[src/rtl/fpu_pkg.sv]
// Shared floating-point constants and FSM state encoding for the FPU divider and multiplier.
package fpu_pkg;

    localparam int FP_EXP_BITS = 8;
    localparam int FP_MAN_BITS = 23;

    function automatic int exp_bias(input int exp_bits);
        return (1 << (exp_bits - 1)) - 1;
    endfunction

    localparam int EXP_BIAS = exp_bias(FP_EXP_BITS);
    localparam int EXP_MIN  = 1;
    localparam int EXP_MAX  = (1 << FP_EXP_BITS) - 2;
    localparam int EXP_INF  = (1 << FP_EXP_BITS) - 1;

    localparam logic [31:0] CANON_NAN = 32'h7FC0_0000;

    typedef enum logic [2:0] {
        ST_IDLE,
        ST_NORM,
        ST_DIVIDE,
        ST_ROUND,
        ST_DONE
    } fsm_state_e;

endpackage

[src/rtl/fpu_lzc.sv]
// Leading-zero counter; an all-zero input reports WIDTH.
module fpu_lzc #(
    parameter int WIDTH    = 24,
    parameter int CNT_BITS = $clog2(WIDTH + 1)
) (
    input  logic [WIDTH-1:0]    in_bits,
    output logic [CNT_BITS-1:0] count
);

    // Scanning upward lets the highest set bit win.
    always_comb begin
        count = CNT_BITS'(WIDTH);
        for (int i = 0; i < WIDTH; i++) begin
            if (in_bits[i]) count = CNT_BITS'(WIDTH - 1 - i);
        end
    end

endmodule

[src/rtl/fpu_div.sv]
// Sequential IEEE-754 divider: restoring radix-2 mantissa division, round to nearest-even.
// Define FPU_DIV_FLAGS_EN to add flags[4:0] = {invalid, divzero, overflow, underflow, inexact}.
module fpu_div
    import fpu_pkg::*;
#(
    parameter int BITS          = 32,
    parameter int MANTISSA_BITS = 23,
    parameter int EXPONENT_BITS = 8
) (
    input  logic            clk,
    input  logic            rst,
    input  logic            in_valid,
    output logic            in_ready,
    input  logic [BITS-1:0] x,
    input  logic [BITS-1:0] y,
    output logic            out_valid,
    input  logic            out_ready,
    output logic [BITS-1:0] out
`ifdef FPU_DIV_FLAGS_EN
    ,
    output logic [4:0]      flags
`endif
);

    localparam int M   = MANTISSA_BITS;
    localparam int E   = EXPONENT_BITS;
    localparam int EW  = E + 2;
    localparam int LZW = $clog2(M + 2);
    localparam int CW  = $clog2(M + 3);
    localparam int SHW = $clog2(M + 4);

    localparam bit IS_FP32  = (E == FP_EXP_BITS) && (M == FP_MAN_BITS);
    localparam int BIAS     = IS_FP32 ? EXP_BIAS : exp_bias(E);
    localparam int EXP_TOP  = IS_FP32 ? EXP_MAX : (1 << E) - 2;
    localparam int EXP_ONES = IS_FP32 ? EXP_INF : (1 << E) - 1;

    localparam logic signed [EW-1:0] BIAS_W    = EW'(BIAS);
    localparam logic signed [EW-1:0] EXP_MIN_W = EW'(EXP_MIN);
    localparam logic signed [EW-1:0] EXP_TOP_W = EW'(EXP_TOP);
    localparam logic [E-1:0]         INF_EXP   = E'(EXP_ONES);
    localparam logic [CW-1:0]        CNT_LAST  = CW'(M + 2);
    localparam logic [BITS-1:0]      NAN_P     = IS_FP32 ? BITS'(CANON_NAN)
                                               : {1'b0, {E{1'b1}}, 1'b1, {(M-1){1'b0}}};

    fsm_state_e            state_q, state_d;
    logic [BITS-1:0]       op_x_q, op_x_d, op_y_q, op_y_d;
    logic                  sign_q, sign_d;
    logic signed [EW-1:0]  exp_q, exp_d;
    logic [M:0]            div_q, div_d;
    logic [M+1:0]          rem_q, rem_d;
    logic [M+2:0]          quo_q, quo_d;
    logic [CW-1:0]         cnt_q, cnt_d;
    logic                  out_valid_q, out_valid_d;
    logic [BITS-1:0]       res_q, res_d;
`ifdef FPU_DIV_FLAGS_EN
    logic [4:0]            flg_q, flg_d;
`endif

    // Operand unpack and classification, consumed in NORM.
    logic                  x_sub, y_sub, x_is_nan, y_is_nan, x_is_inf, y_is_inf, x_is_zero, y_is_zero;
    logic [E-1:0]          x_exp_f, y_exp_f;
    logic [M:0]            x_raw, y_raw, x_man, y_man;
    logic [LZW-1:0]        x_lz, y_lz;
    logic signed [EW-1:0]  x_exp, y_exp;
    logic                  q_sign, special, res_nan, res_inf;
    logic [BITS-1:0]       spec_res;

    assign x_exp_f   = op_x_q[BITS-2:M];
    assign y_exp_f   = op_y_q[BITS-2:M];
    assign x_sub     = (x_exp_f == '0);
    assign y_sub     = (y_exp_f == '0);
    assign x_raw     = {~x_sub, op_x_q[M-1:0]};
    assign y_raw     = {~y_sub, op_y_q[M-1:0]};
    assign x_is_nan  = (x_exp_f == INF_EXP) && (op_x_q[M-1:0] != '0);
    assign y_is_nan  = (y_exp_f == INF_EXP) && (op_y_q[M-1:0] != '0);
    assign x_is_inf  = (x_exp_f == INF_EXP) && (op_x_q[M-1:0] == '0);
    assign y_is_inf  = (y_exp_f == INF_EXP) && (op_y_q[M-1:0] == '0);
    assign x_is_zero = x_sub && (op_x_q[M-1:0] == '0);
    assign y_is_zero = y_sub && (op_y_q[M-1:0] == '0);

    fpu_lzc #(.WIDTH(M + 1), .CNT_BITS(LZW)) u_lzc_x (.in_bits(x_raw), .count(x_lz));
    fpu_lzc #(.WIDTH(M + 1), .CNT_BITS(LZW)) u_lzc_y (.in_bits(y_raw), .count(y_lz));

    // Denormals are shifted until the hidden bit is set; their exponent goes below 1.
    assign x_man = x_raw << x_lz;
    assign y_man = y_raw << y_lz;
    assign x_exp = x_sub ? (EW'(1) - EW'(x_lz)) : EW'(x_exp_f);
    assign y_exp = y_sub ? (EW'(1) - EW'(y_lz)) : EW'(y_exp_f);

    assign q_sign   = op_x_q[BITS-1] ^ op_y_q[BITS-1];
    assign special  = x_is_nan | y_is_nan | x_is_inf | y_is_inf | x_is_zero | y_is_zero;
    assign res_nan  = x_is_nan | y_is_nan | (x_is_zero & y_is_zero) | (x_is_inf & y_is_inf);
    assign res_inf  = x_is_inf | y_is_zero;
    assign spec_res = res_nan ? NAN_P
                    : res_inf ? {q_sign, INF_EXP, {M{1'b0}}}
                    : {q_sign, {(BITS-1){1'b0}}};

    // One restoring step: subtract when the partial remainder covers the divisor.
    logic         step_ge;
    logic [M+1:0] rem_sub;
    assign step_ge = (rem_q >= {1'b0, div_q});
    assign rem_sub = step_ge ? (rem_q - {1'b0, div_q}) : rem_q;

    // Normalize, optionally denormalize, then round to nearest-even.
    logic signed [EW-1:0] rnd_exp_n, rnd_exp_f;
    logic [EW-1:0]        rnd_shamt;
    logic [SHW-1:0]       rnd_sh;
    logic [M+2:0]         rnd_man_n, rnd_shifted;
    logic [M:0]           rnd_mant;
    logic [M+1:0]         rnd_sum;
    logic [M-1:0]         rnd_frac;
    logic                 rnd_tiny, rnd_lost, rnd_guard, rnd_sticky, rnd_up, rnd_ovf;
    logic [BITS-1:0]      rnd_res;

    // NOTE: every variable assigned in a combinational block gets a default first, so no latch is inferred.
    always_comb begin
        rnd_exp_n   = quo_q[M+2] ? exp_q : (exp_q - EW'(1));
        rnd_man_n   = quo_q[M+2] ? quo_q : {quo_q[M+1:0], 1'b0};
        rnd_tiny    = (rnd_exp_n < EXP_MIN_W);
        rnd_shamt   = EXP_MIN_W - rnd_exp_n;
        rnd_sh      = '0;
        if (rnd_tiny) rnd_sh = (rnd_shamt > EW'(M + 3)) ? SHW'(M + 3) : rnd_shamt[SHW-1:0];
        rnd_shifted = rnd_man_n >> rnd_sh;
        rnd_lost    = |(rnd_man_n & ~({(M+3){1'b1}} << rnd_sh));
        rnd_mant    = rnd_shifted[M+2:2];
        rnd_guard   = rnd_shifted[1];
        rnd_sticky  = rnd_shifted[0] | rnd_lost | (rem_q != '0);
        rnd_up      = rnd_guard & (rnd_sticky | rnd_mant[0]);
        rnd_sum     = {1'b0, rnd_mant} + {{(M+1){1'b0}}, rnd_up};
        rnd_exp_f   = rnd_tiny ? '0 : rnd_exp_n;
        rnd_frac    = rnd_sum[M-1:0];
        if (rnd_sum[M+1]) begin
            rnd_exp_f = rnd_exp_f + EW'(1);
            rnd_frac  = rnd_sum[M:1];
        end else if (rnd_tiny && rnd_sum[M]) begin
            rnd_exp_f = EW'(1);
        end
        rnd_ovf = !rnd_tiny && (rnd_exp_f > EXP_TOP_W);
        rnd_res = rnd_ovf ? {sign_q, INF_EXP, {M{1'b0}}} : {sign_q, rnd_exp_f[E-1:0], rnd_frac};
    end

    always_comb begin
        state_d = state_q;
        op_x_d  = op_x_q;
        op_y_d  = op_y_q;
        sign_d  = sign_q;
        exp_d   = exp_q;
        div_d   = div_q;
        rem_d   = rem_q;
        quo_d   = quo_q;
        cnt_d   = cnt_q;
        res_d   = res_q;
`ifdef FPU_DIV_FLAGS_EN
        flg_d   = flg_q;
`endif
        // out_valid rises one cycle after DONE is entered and drops on the handshake.
        out_valid_d = (state_q == ST_DONE) && !(out_valid_q && out_ready);

        case (state_q)
            ST_IDLE: begin
                if (in_valid) begin
                    op_x_d  = x;
                    op_y_d  = y;
                    state_d = ST_NORM;
                end
            end
            ST_NORM: begin
                sign_d = q_sign;
                exp_d  = x_exp - y_exp + BIAS_W;
                div_d  = y_man;
                rem_d  = {1'b0, x_man};
                quo_d  = '0;
                cnt_d  = '0;
                if (special) begin
                    res_d   = spec_res;
                    state_d = ST_DONE;
`ifdef FPU_DIV_FLAGS_EN
                    flg_d = {(x_is_zero & y_is_zero) | (x_is_inf & y_is_inf)
                                 | (x_is_nan & ~op_x_q[M-1]) | (y_is_nan & ~op_y_q[M-1]),
                             y_is_zero & ~(x_is_nan | x_is_inf | x_is_zero),
                             3'b000};
`endif
                end else begin
                    state_d = ST_DIVIDE;
                end
            end
            ST_DIVIDE: begin
                rem_d = rem_sub << 1;
                quo_d = {quo_q[M+1:0], step_ge};
                cnt_d = cnt_q + CW'(1);
                if (cnt_q == CNT_LAST) state_d = ST_ROUND;
            end
            ST_ROUND: begin
                res_d   = rnd_res;
                state_d = ST_DONE;
`ifdef FPU_DIV_FLAGS_EN
                flg_d = {2'b00, rnd_ovf,
                         rnd_tiny & (rnd_guard | rnd_sticky),
                         rnd_guard | rnd_sticky | rnd_ovf};
`endif
            end
            ST_DONE: begin
                if (out_valid_q && out_ready) state_d = ST_IDLE;
            end
            default: state_d = ST_IDLE;
        endcase
    end

    // NOTE: sequential state uses non-blocking assignments so every flop samples pre-edge values.
    always_ff @(posedge clk) begin
        if (rst) begin
            state_q     <= ST_IDLE;
            out_valid_q <= 1'b0;
            res_q       <= '0;
        end else begin
            state_q     <= state_d;
            out_valid_q <= out_valid_d;
            res_q       <= res_d;
        end
    end

    // NOTE: datapath registers carry no reset; each is loaded in IDLE or NORM before it is read.
    always_ff @(posedge clk) begin
        op_x_q <= op_x_d;
        op_y_q <= op_y_d;
        sign_q <= sign_d;
        exp_q  <= exp_d;
        div_q  <= div_d;
        rem_q  <= rem_d;
        quo_q  <= quo_d;
        cnt_q  <= cnt_d;
    end

`ifdef FPU_DIV_FLAGS_EN
    always_ff @(posedge clk) begin
        if (rst) flg_q <= '0;
        else     flg_q <= flg_d;
    end
    assign flags = flg_q;
`endif

    assign in_ready  = (state_q == ST_IDLE);
    assign out_valid = out_valid_q;
    assign out       = res_q;

endmodule

[config.mk]
export PLATFORM = sky130hd
export DESIGN_NAME = fpu_div
export DESIGN_NICKNAME = d
export VERILOG_FILES = /design/src/rtl/fpu_pkg.sv /design/src/rtl/fpu_lzc.sv /design/src/rtl/fpu_div.sv
export SDC_FILE = /design/constraint.sdc
export NUM_CORES = 1
export LEC_CHECK = 0
export BUFFER_PORTS_ARGS = -buffer_cell sky130_fd_sc_hd__buf_4
export CORE_UTILIZATION = 45
export CTS_CLUSTER_DIAMETER = 60
export DETAILED_ROUTE_END_ITERATION = 7
export GPL_ROUTABILITY_DRIVEN = 0
export GPL_TIMING_DRIVEN = 0
export REMOVE_ABC_BUFFERS = 1
export SLEW_MARGIN = 25
export SYNTH_ARGS = -nofsm -noshare
export SYNTH_HDL_FRONTEND = slang
export SYNTH_SLANG_ARGS = --single-unit
[constraint.sdc]
create_clock -name clk -period 12.31 [get_ports clk]
set_input_delay 2.462 -clock clk [delete_from_list [all_inputs] [get_ports clk]]
set_output_delay 2.462 -clock clk [all_outputs]
set_load 0.02 [all_outputs]
# After elaboration in Yosys (flattened, before gate mapping)
# Cells that the tools add are included.
# word_totals
regBits	191
# op_classes
n_addsub	10
n_lt_le_gt_ge	4
eq_ne	11
n_shift	4
mux	72
bitwise	19
reduce_logical	26
# ops
operator	n
$mux W5	34
$mux W32	2
$mux W4	16
$pmux W32 S2	1
$mux W31	2
$mux W10	6
$pmux W26 S2	1
$pmux W25 S2	1
$shl A24 B5 Y24	2
$logic_not A23 Y1	2
$reduce_bool A23 Y1	2
$and A26 B26 Y26	1
$mux W26	1
$not A26 Y26	1
$reduce_or A26 Y1	1
$shl A26 B5 Y26 const A	1
$shr A26 B5 Y26	1
$add A24 B1 Y25	1
$ge A25 B24 Y1	1
$reduce_bool A25 Y1	1
$mux W24	1
$sub A24 B24 Y24	1
$mux W23	1
$eq A8 B8 Y1 const B	2
other kinds (30)	63

# Logic depth before layout (Yosys ltp)
# Gate-level depths: netlist of the first run.
# logic_depth
depth_word	28
ltp_mapped	30

# Hierarchy
# A second synthesis of the first run with hierarchy kept.
# hier_totals
hier_cells	1781
hier_area_um2	15598.7
# modules_own_cells
module	instances	cells_per_inst	area_each_um2	seq_area_each_um2
fpu_div	1	1685	15068.2	5375.2
fpu_lzc	2	48	265.3	0.0

# Worst setup path before layout of the first run
# Ideal clock, no wire load.
# synth_timing
path_kind	reg-to-reg
startpoint	register quo_q[25]
endpoint	register res_q[20] (netlist: out[20])
arrival_time_ps	6282
required_ps	12193
slack_ps	5912
stages_incl_launch_ff	26
n_path_buf	5
cell_sequence	edfxtp_1 buf_6 clkbuf_1 buf_1 nand2b_1 xor2_1 ha_1 o31a_1 nand2_1 or4_4 a2111oi_4 buf_6 nor2_4 buf_6 nand2_1 o32ai_1 o41a_1 o31ai_2 ha_1 inv_1 a2111oi_2 nand4_4 mux2i_4 o21bai_4 a21oi_4 a22o_1
# synth_between
elab_chain_len	21
word_cells_on_any_way	28
classes_between	add/sub (3); order compare (3); shift (2); mux (10); bitwise (6); reduce/logical (4)
# synth_lines
element	line	source
start: declaration	fpu_div.sv:51	logic [M+2:0] quo_q, quo_d;
start signal: assignment	fpu_div.sv:230	quo_q <= quo_d;
$mux W10	fpu_div.sv:117	rnd_exp_n = quo_q[M+2] ? exp_q : (exp_q - EW'(1));
$sub A2 B10 Y10	fpu_div.sv:120	rnd_shamt = EXP_MIN_W - rnd_exp_n;
$gt A10 B5 Y1	fpu_div.sv:122	if (rnd_tiny) rnd_sh = (rnd_shamt > EW'(M + 3)) ? SHW'(M + 3) : rnd_shamt[SHW-1:0];
$mux W5 (2 in a row)	fpu_div.sv:122	
$shl A26 B5 Y26	fpu_div.sv:124	rnd_lost = |(rnd_man_n & ~({(M+3){1'b1}} << rnd_sh));
$not A26 Y26	fpu_div.sv:124	
$and A26 B26 Y26	fpu_div.sv:124	
$reduce_or A26 Y1	fpu_div.sv:124	
(+4 left out)	-	
$add A24 B1 Y25	fpu_div.sv:129	rnd_sum = {1'b0, rnd_mant} + {{(M+1){1'b0}}, rnd_up};
$logic_and A1 B1 Y1	fpu_div.sv:135	end else if (rnd_tiny && rnd_sum[M]) begin
$mux W10	fpu_div.sv:135	
$mux W10	fpu_div.sv:132	if (rnd_sum[M+1]) begin
$gt A10 B9 Y1	fpu_div.sv:138	rnd_ovf = !rnd_tiny && (rnd_exp_f > EXP_TOP_W);
$logic_and A1 B1 Y1	fpu_div.sv:138	
$mux W31 (*)	fpu_div.sv:139	rnd_res = rnd_ovf ? {sign_q, INF_EXP, {M{1'b0}}} : {sign_q, rnd_exp_f[E-1:0], rnd_frac};
$pmux W32 S2 (*)	fpu_div.sv:159	case (state_q)
end signal: assignment	fpu_div.sv:218	res_q <= res_d;
end: declaration	fpu_div.sv:54	logic [BITS-1:0] res_q, res_d;
# Every way passes the cells marked *; elsewhere a longest branch is shown, timed or not.
# A chain may end at the register's enable or synchronous reset.

# Final worst setup path of the first run
# Same ends and word-level chain as after synthesis.

==> out/metrics.yaml, run 1 <==
route:
  routedWlPerCell_um: 19.55
  vias_per_cell: 6.064
  drt_iter0_markers: 1232
  antenna_left: 0
  num_vias: 12970
  routed_wl_mm: 41.81
  drc_errors: 0
  firstDrtPassIters: 5
placement:
  dp_hpwl_mm: 32.29
  placed_area_um2: 16540
  portBuffers: 101
grt:
  grt_max_degree: 58
  grt_overflow_total: 0
  grt_pass1_vias: 12210
  grtUsageTotal: 0.2511
  grt_pass1_wl_mm: 67.15
  antenna_found_initial: 0
setup_path:
  timing.critical_path.fanout_max: 19
  critical_path_required_ns: 12.66
  path_class: "reg2reg"
  cp-start-kind: "flop"
  end_kind: "flop"
  cp_common_cell: "buf_8"
  crit_path_max_incr_delay_ns: 0.92
  arrival_ns: 8.83
  crit_path_top_delay_cell: "nor2_1"
  crit_path_cell_trace: "buf_8, buf_8, buf_8, nand2b_1, and2_1, clkinv_1, ha_1, o31a_1, a211o_1, mux2_2, a211oi_4, a21oi_1, nor2_1, o21ai_0, a211oi_1, or2_2, ha_1, inv_1, a2111oi_2, nand4_4, mux2i_4, o21bai_4, a21oi_4, a22o_1"
timing:
  fin_crit_ns: 8.484
  fmaxAchievable_ghz: 0.1179
  final.setup.tns_ns: 0
  hold_violations: 0
  timing.final.crit_share: 0.6892
  relSlewSlack: 0.2811
  grt_setup_unrepaired: "no"
  slew_viol_final: 0
  tightest_slew_ns: 1.078
  finalSetupViolations: 0
  finClkSkew_ns: 0.01341
synth:
  synth.yosys.seq_area_share: 0.3537
  syn_area_um2: 15200
  synth_cell_types: 104
  synthArstFlopShare: 0
  ys_ff_latch: 191
  yosysWarnings: 0
  synthCells: 1627
  synth-main-ff-cell: "edfxtp_1"
  syn_avg_cell_area_um2: 9.341
  synth_edf_count: 155
hold_path:
  hold_class: "reg2reg"
clocking:
  ctsResizeCount: 0
  clockBufferDepth: 2
  cts_inserted_buffers: 17
  hold_buffers: 0
  path_clk_slew_ns: 0.07
  cts_tree: "yes"
  clock_latency_ns: 0.47
  post_cts_buffers: 0
  cts_num_sinks: 191
  cts-htree-levels: 4
  root_buffer: "clkbuf_16"
outcome:
  outcome: "finished, final reports clean"
cells_and_area:
  num_antenna_cells: 0
  num-fill-cells: 3160
  syn_to_final_growth_pct: 12.39
  nets: 1806
  fin_area_um2: 17080
  drive_gt1_frac: 0.1550
floorplan:
  floorplan.die_area_um2: 34510
  core-area_um2: 32870
  pin_count: 102
  rows: 66
  start_util: 0.4624
  dieHeight_um: 185.8
  die_w_um: 185.8
job:
  cap_violations: 0
power:
  vdd_drop_max_mv: 0.1123
  p_leak_nw: 6.602
  power.density_nw_per_um2: 111.2
[final timing paths]
| check | from | endpoint | slack, ns | cells past startpoint |
|---|---|---|---|---|
| setup / recovery | quo_q[25]$_SDFFCE_PN0P_ | out[20]$_SDFFE_PP0P_ | 3.83 | 24 |
| hold / removal | out[5]$_SDFFE_PP0P_ | out[5]$_SDFFE_PP0P_ | 0.47 | 1 |
| setup reg to reg | quo_q[25]$_SDFFCE_PN0P_ | out[20]$_SDFFE_PP0P_ | 3.83 | 24 |
| hold reg to reg | out[5]$_SDFFE_PP0P_ | out[5]$_SDFFE_PP0P_ | 0.47 | 1 |
[synth_stat cells, drive strengths merged, types with 14 or more instances]
cell type	n	share of area
ha	51	0.042
nand4	21	0.0096
xnor2	45	0.028
edfxtp	155	0.31
nand2	113	0.028
nand3	32	0.011
o21ai	63	0.021
nor2	158	0.040
o22ai	14	0.0058
a21oi	132	0.044
mux2i	141	0.094
and2	20	0.0084
and3	39	0.016
nor2b	16	0.0066
xor2	36	0.022
clkbuf	58	0.014
nand2b	20	0.0082
mux2	22	0.017
o211ai	16	0.0079
a211oi	30	0.016
nor4	34	0.017
buf	27	0.013
inv	68	0.017
o21bai	15	0.0082
a31oi	20	0.0092
a22o	15	0.0086
o31ai	14	0.0079
nor3	43	0.014
dfxtp	36	0.047
a21o	14	0.0069
[power by group]
part	total, mW	switching (mW)	internal, mW
Combinational	0.560	0.337	0.222
Clock	0.524	0.262	0.262
Sequential	0.816	0.0521	0.764
[registers in the layout (all words and copies together) (netlist names), 5 cells and up]
| signal | cells |
|---|---|
| op_x_q | 32 |
| out | 32 |
| rem_q | 25 |
| quo_q | 26 |
| op_y_q | 32 |
| div_q | 24 |
| cnt_q | 5 |
| exp_q | 10 |
[cells in the final DEF (no fill, tap or decap), types with 9 or more instances in the layout]
cell,count
mux2i_1,140
o22ai_1,14
dfxtp_1,35
and3_1,39
o211ai_1,16
o21bai_1,14
ha_1,51
nand3_1,32
xnor2_1,43
clkbuf_16,17
a211oi_1,26
nor2b_1,15
mux2_2,21
nand4_1,20
nand2_1,112
nor2_1,151
o21ai_0,55
o2bb2ai_1,10
nor3_1,41
or3_1,9
inv_1,67
xor2_1,34
o21a_1,10
a21o_1,14
edfxtp_1,155
and2_1,16
nor4_1,28
a21oi_1,128
or2_2,10
nand2b_1,20
buf_4,106
a22o_1,15
a31oi_1,19
o31ai_1,11
[stage by stage]
step | util | power [mW] | worst slack, ns | hold slack [ns] | std cells
2_1_floorplan | - | 1.210 | 5.017 | 0.4909 | 1542
3_3_place_gp | 0.4895 | 1.361 | 2.556 | 0.4481 | 2085
3_5_place_dp | 0.5032 | 1.381 | 4.106 | 0.4501 | 2108
4_1_cts | 0.5196 | 1.906 | 4.027 | 0.4683 | 2139
5_1_grt | 0.5197 | 1.999 | 3.413 | 0.4961 | 2139
6_report | 0.5197 | 1.900 | 3.826 | 0.4653 | 2139
[routing by layer]
metal	track usage	vias up	wire length, µm
met5	0	-	0
met4	0.08131	0	883
met3	0.03815	60	2402
met2	0.3872	440	18710
met1	0.3583	6175	19820
li1	-	6295	-
[logic make-up after synthesis]
| logic type | share of synthesized area |
|---|---|
| and+or+nand+nor | 0.1809 |
| muxes | 0.1221 |
| adders and majority gates | 0.04462 |
| xor gates and xnor gates | 0.04940 |
| AOI/OAI and AO/OA | 0.2045 |
| buffers and inverters | 0.04479 |
| DFF | 0.3537 |
[critical path, delay by kind of cell (launching register included)]
family          cells  cell delay [ns]
compound gates     10             3.29
buf+inv             5             1.17
flops               1             0.39
mux                 2             0.69
fa+ha+maj           2             0.61
simple gates        5             2.16
[final cells by class]
type	count	area [µm²]	share of cell area
flip-flops and latches	191	5376	0.3148
inverters	69	259.0	0.01516
clock inverters	12	105.1	0.006153
clock buffers	19	432.9	0.02535
well taps	442	553.0	0.03238
multi-input cells	1282	9279	0.5433
repair buffers	124	1075	0.06293
No activity file was read; power rests on OpenSTA's default activity.
==> run 2: changes to the inputs <==
- clock period: 12.31 -> 8.64 ns (I/O delays scaled with it)
==> run 2 against run 1 <==
Fmax increased by 4.1%. Via count barely moved. Sequential power up 42%. Cell area about the same. Clock skew decreased by 0.00057 ns. First-iteration DRC count grew 3.8%. Setup slack lost 3.3 ns. Die area unchanged. Combinational power is 43% higher. Largest cell class unchanged. Highest routed layer unchanged.
==> out/metrics.yaml, run 2 (same netlist as run 1, synthesis figures left out) <==
outcome:
  outcome: "finished, final reports clean"
route:
  dr_wl_met3_mm: 2.418  # +0.67%
  top_layer: "met4"
  drc_errors: 0  # unchanged
  routed_wl_mm: 41.82  # about the same
  firstDrtPassIters: 6  # +1
  routedWlPerCell_um: 19.55  # about the same
  antenna_left: 0  # unchanged
  num_vias: 12960  # -0.077%
  vias_per_cell: 6.059  # about the same
  drt-met1-wl_mm: 19.77  # -0.25%
  drt_iter0_markers: 1279  # +3.8%
  dr_wl_met2_mm: 18.75  # +0.23%
floorplan:
  pin_count: 102  # unchanged
  core-area_um2: 32870  # unchanged
  floorplan.die_area_um2: 34510  # unchanged
  start_util: 0.4624  # unchanged
  die_w_um: 185.8  # unchanged
  rows: 66  # unchanged
  dieHeight_um: 185.8  # unchanged
power:
  p_comb_frac: 0.295  # about the same
  swShare: 0.3431  # +0.0004370
  share_seq_of_total_power: 0.429  # about the same
  p_leak_nw: 6.603  # about the same
  power.density_nw_per_um2: 158.6  # +43%
  internal-power_mw: 1.779  # +42%
  p_clk_frac: 0.276  # about the same
  vdd_drop_max_mv: 0.1608  # +43%
  power_switching_uw: 929.4  # +43%
timing:
  finClkSkew_ns: 0.01284  # -0.0005667 ns
  fin_crit_ns: 8.151  # -0.3331 ns
  timing.final.crit_share: 0.9434  # +0.2542
  grt_setup_unrepaired: "no"
  relSlewSlack: 0.2771  # -0.004006
  tightest_slew_ns: 1.084  # +0.006005 ns
  hold_violations: 0  # unchanged
  slew_viol_final: 0  # unchanged
  fin_ws_ns: 0.4890  # -3.337 ns
  fmaxAchievable_ghz: 0.1227  # +4.1%
  finalSetupViolations: 0  # unchanged
setup_path:
  crit_path_max_incr_delay_ns: 0.64  # -0.28 ns
  end_kind: "flop"
  crit_path_top_delay_cell: "a211oi_4"
  arrival_ns: 8.50  # -0.33 ns
  timing.critical_path.fanout_max: 19  # unchanged
  cp_common_cell: "buf_8"
  cp-start-kind: "flop"
  critical_path_required_ns: 8.99  # -3.67 ns
  crit_path_cell_trace: "buf_8, buf_8, buf_8, nand2b_1, and2_1, clkinv_1, ha_1, xnor2_2, a211o_1, o21ai_2, a211oi_4, a21oi_1, nor2_2, o21ai_0, a211oi_1, or2_2, ha_1, inv_1, a2111oi_2, nand4_4, mux2i_4, o21bai_4, a21oi_4, a22o_1"
  path_class: "reg2reg"
clocking:
  path_clk_slew_ns: 0.07  # about the same
  cts_num_sinks: 191  # unchanged
  cts-htree-levels: 4  # unchanged
  cts_tree: "yes"
  clockBufferDepth: 2  # unchanged
  hold_buffers: 0  # unchanged
  cts_inserted_buffers: 17  # unchanged
  clock_latency_ns: 0.47  # about the same
  root_buffer: "clkbuf_16"
cells_and_area:
  drive_gt1_frac: 0.1562  # +0.001179
  fin_util: 0.5198  # about the same
  final_common_cell: "edfxtp_1"
  nets: 1806  # unchanged
  num-fill-cells: 3158  # -0.063%
  num_antenna_cells: 0  # unchanged
  final_cell_mix: "155 x edfxtp_1, 150 x nor2_1, 140 x mux2i_1"
  multi_input_area_um2: 9283  # about the same
  final_cells: 2139  # unchanged
  syn_to_final_growth_pct: 12.42  # about the same
  seq_area_um2: 5376  # unchanged
hold_path:
  hold_class: "reg2reg"
placement:
  portBuffers: 101  # unchanged
  dp_hpwl_mm: 32.29  # unchanged
  dp.cells: 2108  # unchanged
  dp_slack_ns: 0.4362  # -3.670 ns
grt:
  grtUsageTotal: 0.2511  # unchanged
  grt_pass1_wl_mm: 67.15  # unchanged
  grt_max_degree: 58  # unchanged
  grt_overflow_total: 0  # unchanged
  grt_pass1_vias: 12210  # unchanged
  antenna_found_initial: 0  # unchanged
job:
  cap_violations: 0  # unchanged
[run 2: routing by layer]
metal,vias to the layer above,GRT usage
met3,64,0.03815
met4,0,0.08131
li1,6283,-
met1,6175,0.3583
met2,438,0.3872
met5,-,0
[run 2: path summary, 6_finish.rpt]
kind | startpoint | endpoint | slack [ns] | cells past startpoint
setup / recovery | quo_q[25]$_SDFFCE_PN0P_ | out[20]$_SDFFE_PP0P_ | 0.49 | 24
hold / removal | out[10]$_SDFFE_PP0P_ | out[10]$_SDFFE_PP0P_ | 0.47 | 1
setup reg to reg | quo_q[25]$_SDFFCE_PN0P_ | out[20]$_SDFFE_PP0P_ | 0.49 | 24
hold reg to reg | out[10]$_SDFFE_PP0P_ | out[10]$_SDFFE_PP0P_ | 0.47 | 1
[run 2: layout make-up]
class | instances | share of cell area
Clock inverter | 12 | 0.006152
Tap cell | 442 | 0.03237
Sequential cell | 191 | 0.3147
Timing Repair Buffer | 124 | 0.06291
Multi-Input combinational cell | 1282 | 0.5434
Clock buffer | 19 | 0.02534
Inverter | 69 | 0.01516
[run 2: metrics by stage]
| stage | hold slack, ns | TNS [ns] | instance area (µm²) | power, mW |
|---|---|---|---|---|
| 2_1_floorplan | 0.4909 | 0 | 14780 | 1.723 |
| 3_3_place_gp | 0.4481 | -30.80 | 16090 | 1.939 |
| 3_5_place_dp | 0.4501 | 0 | 16540 | 1.968 |
| 4_1_cts | 0.4683 | 0 | 17080 | 2.715 |
| 5_1_grt | 0.4961 | 0 | 17080 | 2.848 |
| 6_report | 0.4669 | 0 | 17080 | 2.709 |
[run 2: critical path, delay by kind of cell (launching register included)]
kind                       cells  cell delay, ns
adders and majority gates      2            0.61
DFF                            1            0.39
buffers and inverters          5            1.18
and+or+nand+nor                5            1.88
xor gates and xnor gates       1            0.60
muxes                          1            0.34
AOI/OAI and AO/OA             10            3.00
[run 2: repair_timing]
action                                  in CTS  in global routing
resized for setup                            0                  2
endpoints found under the setup margin       0                 30
buffers inserted                             0                  0
hold endpoints to repair                     0                  0
[run 2: power groups by stage]
stage | combinational [mW] | clock (mW) | sequential (mW)
finish | 0.798 | 0.748 | 1.16
global placement | 0.740 | 0 | 1.20
CTS | 0.789 | 0.763 | 1.16
detailed placement | 0.785 | 0 | 1.18
floorplan | 0.552 | 0 | 1.17
global route | 0.874 | 0.800 | 1.17
==> run 3: changes to the inputs <==
- clock period: 8.64 -> 7.3 ns (I/O delays scaled with it)
==> run 3 against run 2 <==
Power grew 19%. Register-to-register slack worse by 0.16 ns. Critical endpoint is now out[18]$_SDFFE_PP0P_. Final cell count grew 0.70%. Highest routed layer unchanged. Flip-flop and latch count is the same.
==> out/metrics.yaml, run 3 (same netlist as run 1, synthesis figures left out) <==
power:
  p_comb_frac: 0.300  # +0.005
  p_leak_nw: 6.707  # +1.6%
  power_switching_mw: 1.115  # +20%
  p_clk_frac: 0.274  # -0.002
  power_mw: 3.233  # +19%
  internal-power_mw: 2.118  # +19%
  vdd_drop_max_mv: 0.1874  # +17%
  share_seq_of_total_power: 0.426  # -0.003
  swShare: 0.3450  # +0.001868
  power.density_nw_per_um2: 186.2  # +17%
clocking:
  clockBufferDepth: 2  # unchanged
  cts-htree-levels: 4  # unchanged
  clock_latency_ns: 0.46  # about the same
  cts_inserted_buffers: 17  # unchanged
  path_clk_slew_ns: 0.07  # about the same
  root_buffer: "clkbuf_16"
  hold_buffers: 0  # unchanged
  cts_tree: "yes"
  cts_num_sinks: 191  # unchanged
cells_and_area:
  num_antenna_cells: 0  # unchanged
  final_common_cell: "edfxtp_1"
  syn_to_final_growth_pct: 14.27
  drive_gt1_frac: 0.1735  # +0.01732
  final_cell_mix: "155 x edfxtp_1, 150 x nor2_1, 139 x mux2i_1"
  nets: 1821  # +0.83%
  num-fill-cells: 3137  # -0.66%
  fin_util: 0.5284  # +0.008566
timing:
  finalSetupViolations: 0  # unchanged
  fin_ws_ns: 0.3266  # -0.1624 ns
  fmaxAchievable_ghz: 0.1434  # +17%
  relSlewSlack: 0.3427  # +0.06555
  finClkSkew_ns: 0.01428  # +0.001437 ns
  slew_viol_final: 0  # unchanged
  hold_ws_ns: 0.4666  # -0.0002850 ns
  hold_violations: 0  # unchanged
  timing.final.crit_share: 0.9553  # +0.01186
  fin_crit_ns: 6.973  # -1.178 ns
  grt_setup_unrepaired: "no"
  tightest_slew_ns: 0.9801  # -0.1036 ns
  final.setup.tns_ns: 0  # unchanged
placement:
  dp_slack_ns: -0.9039  # -1.340 ns
  portBuffers: 101  # unchanged
  dp_hpwl_mm: 32.29  # unchanged
setup_path:
  crit_path_max_incr_delay_ns: 0.50  # -0.14 ns
  timing.critical_path.fanout_max: 19  # unchanged
  path_class: "reg2reg"
  arrival_ns: 7.37  # -1.13 ns
  end_kind: "flop"
  crit_path_top_delay_cell: "a2111oi_4"
  rr_startpoint: "quo_q[25]$_SDFFCE_PN0P_"
  cp-start-kind: "flop"
  critical_path_required_ns: 7.70  # -1.29 ns
  cp_common_cell: "buf_8"
  worstSetupStartpoint: "quo_q[25]$_SDFFCE_PN0P_"
grt:
  grtUsageTotal: 0.2522  # +0.001059
  grt_busiest_layer: "met2"
  grt_pass1_vias: 12260  # +0.39%
  grtUsageMet1: 0.3617  # +0.003347
  grt_pass1_wl_mm: 67.43  # +0.41%
  antenna_found_initial: 0  # unchanged
  use_met3: 0.03581  # -0.002348
  grt_max_degree: 58  # unchanged
  grt_util_met2: 0.3900  # +0.002836
  grt_overflow_total: 0  # unchanged
floorplan:
  pin_count: 102  # unchanged
  core-area_um2: 32870  # unchanged
  start_util: 0.4624  # unchanged
  dieHeight_um: 185.8  # unchanged
  rows: 66  # unchanged
  floorplan.die_area_um2: 34510  # unchanged
  die_w_um: 185.8  # unchanged
hold_path:
  hold_class: "reg2reg"
  hold_path.startpoint: "out[10]$_SDFFE_PP0P_"
route:
  firstDrtPassIters: 6  # unchanged
  drt_iter0_markers: 1322  # +3.4%
  antenna_left: 0  # unchanged
  vias_per_cell: 6.063  # about the same
  routedWlPerCell_um: 19.76  # +1.1%
  num_vias: 13060  # +0.77%
  routed_wl_mm: 42.57  # +1.8%
  drc_errors: 0  # unchanged
outcome:
  outcome: "finished, final reports clean"
job:
  cap_violations: 0  # unchanged
==> run 3: changes by cell type in the layout (fill, tap and decap cells not counted), sizes merged <==
cell	change
buf	+14
o2111ai	+1
==> run 3: routing by layer <==
metal,routed length [µm],vias up,share of wire
li1,-,6319,-
met1,20260,6243,0.48
met2,19030,432,0.45
met3,2431,66,0.057
met4,850,0,0.020
met5,0,-,0
==> run 3: final cells by class <==
cell class	instances	area, µm²	area share
clock inverters	12	105.1	0.006052
repair buffers	138	1205	0.06939
multi-input cells	1283	9433	0.5432
flip-flops and latches	191	5376	0.3096
well taps	442	553.0	0.03185
inverters	69	260.3	0.01499
clock buffers	19	432.9	0.02493
==> run 3: worst max-delay path: cells and delay by family (launching register included) <==
| kind | cells | cell delay (ns) |
|---|---|---|
| compound gates | 10 | 2.59 |
| fa+ha+maj | 2 | 0.54 |
| buf+inv | 8 | 1.51 |
| flops | 1 | 0.39 |
| mux | 3 | 0.92 |
| simple gates | 4 | 0.92 |
==> run 3: stage by stage <==
stage / std cells / cell area (µm²)
floorplan: 1542 / 14780
finish: 2154 / 17370
CTS: 2147 / 17220
global placement: 2085 / 16090
global route: 2154 / 17370
detailed placement: 2108 / 16540
==> run 3: what timing repair did <==
action	CTS	global route
endpoints found under the hold margin	0	0
gates cloned	0	1
setup endpoints to repair	31	31
pin swaps	3	6
buffers inserted	8	6
gates resized for setup	15	15
==> run 3: worst paths after layout <==
path / endpoint / slack (ns) / cells after the start
max: out[18]$_SDFFE_PP0P_ / 0.33 / 27
min: out[10]$_SDFFE_PP0P_ / 0.47 / 1
max reg2reg: out[18]$_SDFFE_PP0P_ / 0.33 / 27
min reg2reg: out[10]$_SDFFE_PP0P_ / 0.47 / 1
==> run 3: power by group through the flow <==
stage	clock network (mW)	logic (mW)	registers, mW
6_report	0.886	0.969	1.38
5_1_grt	0.946	1.06	1.39
3_5_place_dp	0	0.929	1.40
3_3_place_gp	0	0.876	1.42
2_1_floorplan	0	0.653	1.39
4_1_cts	0.904	0.944	1.38
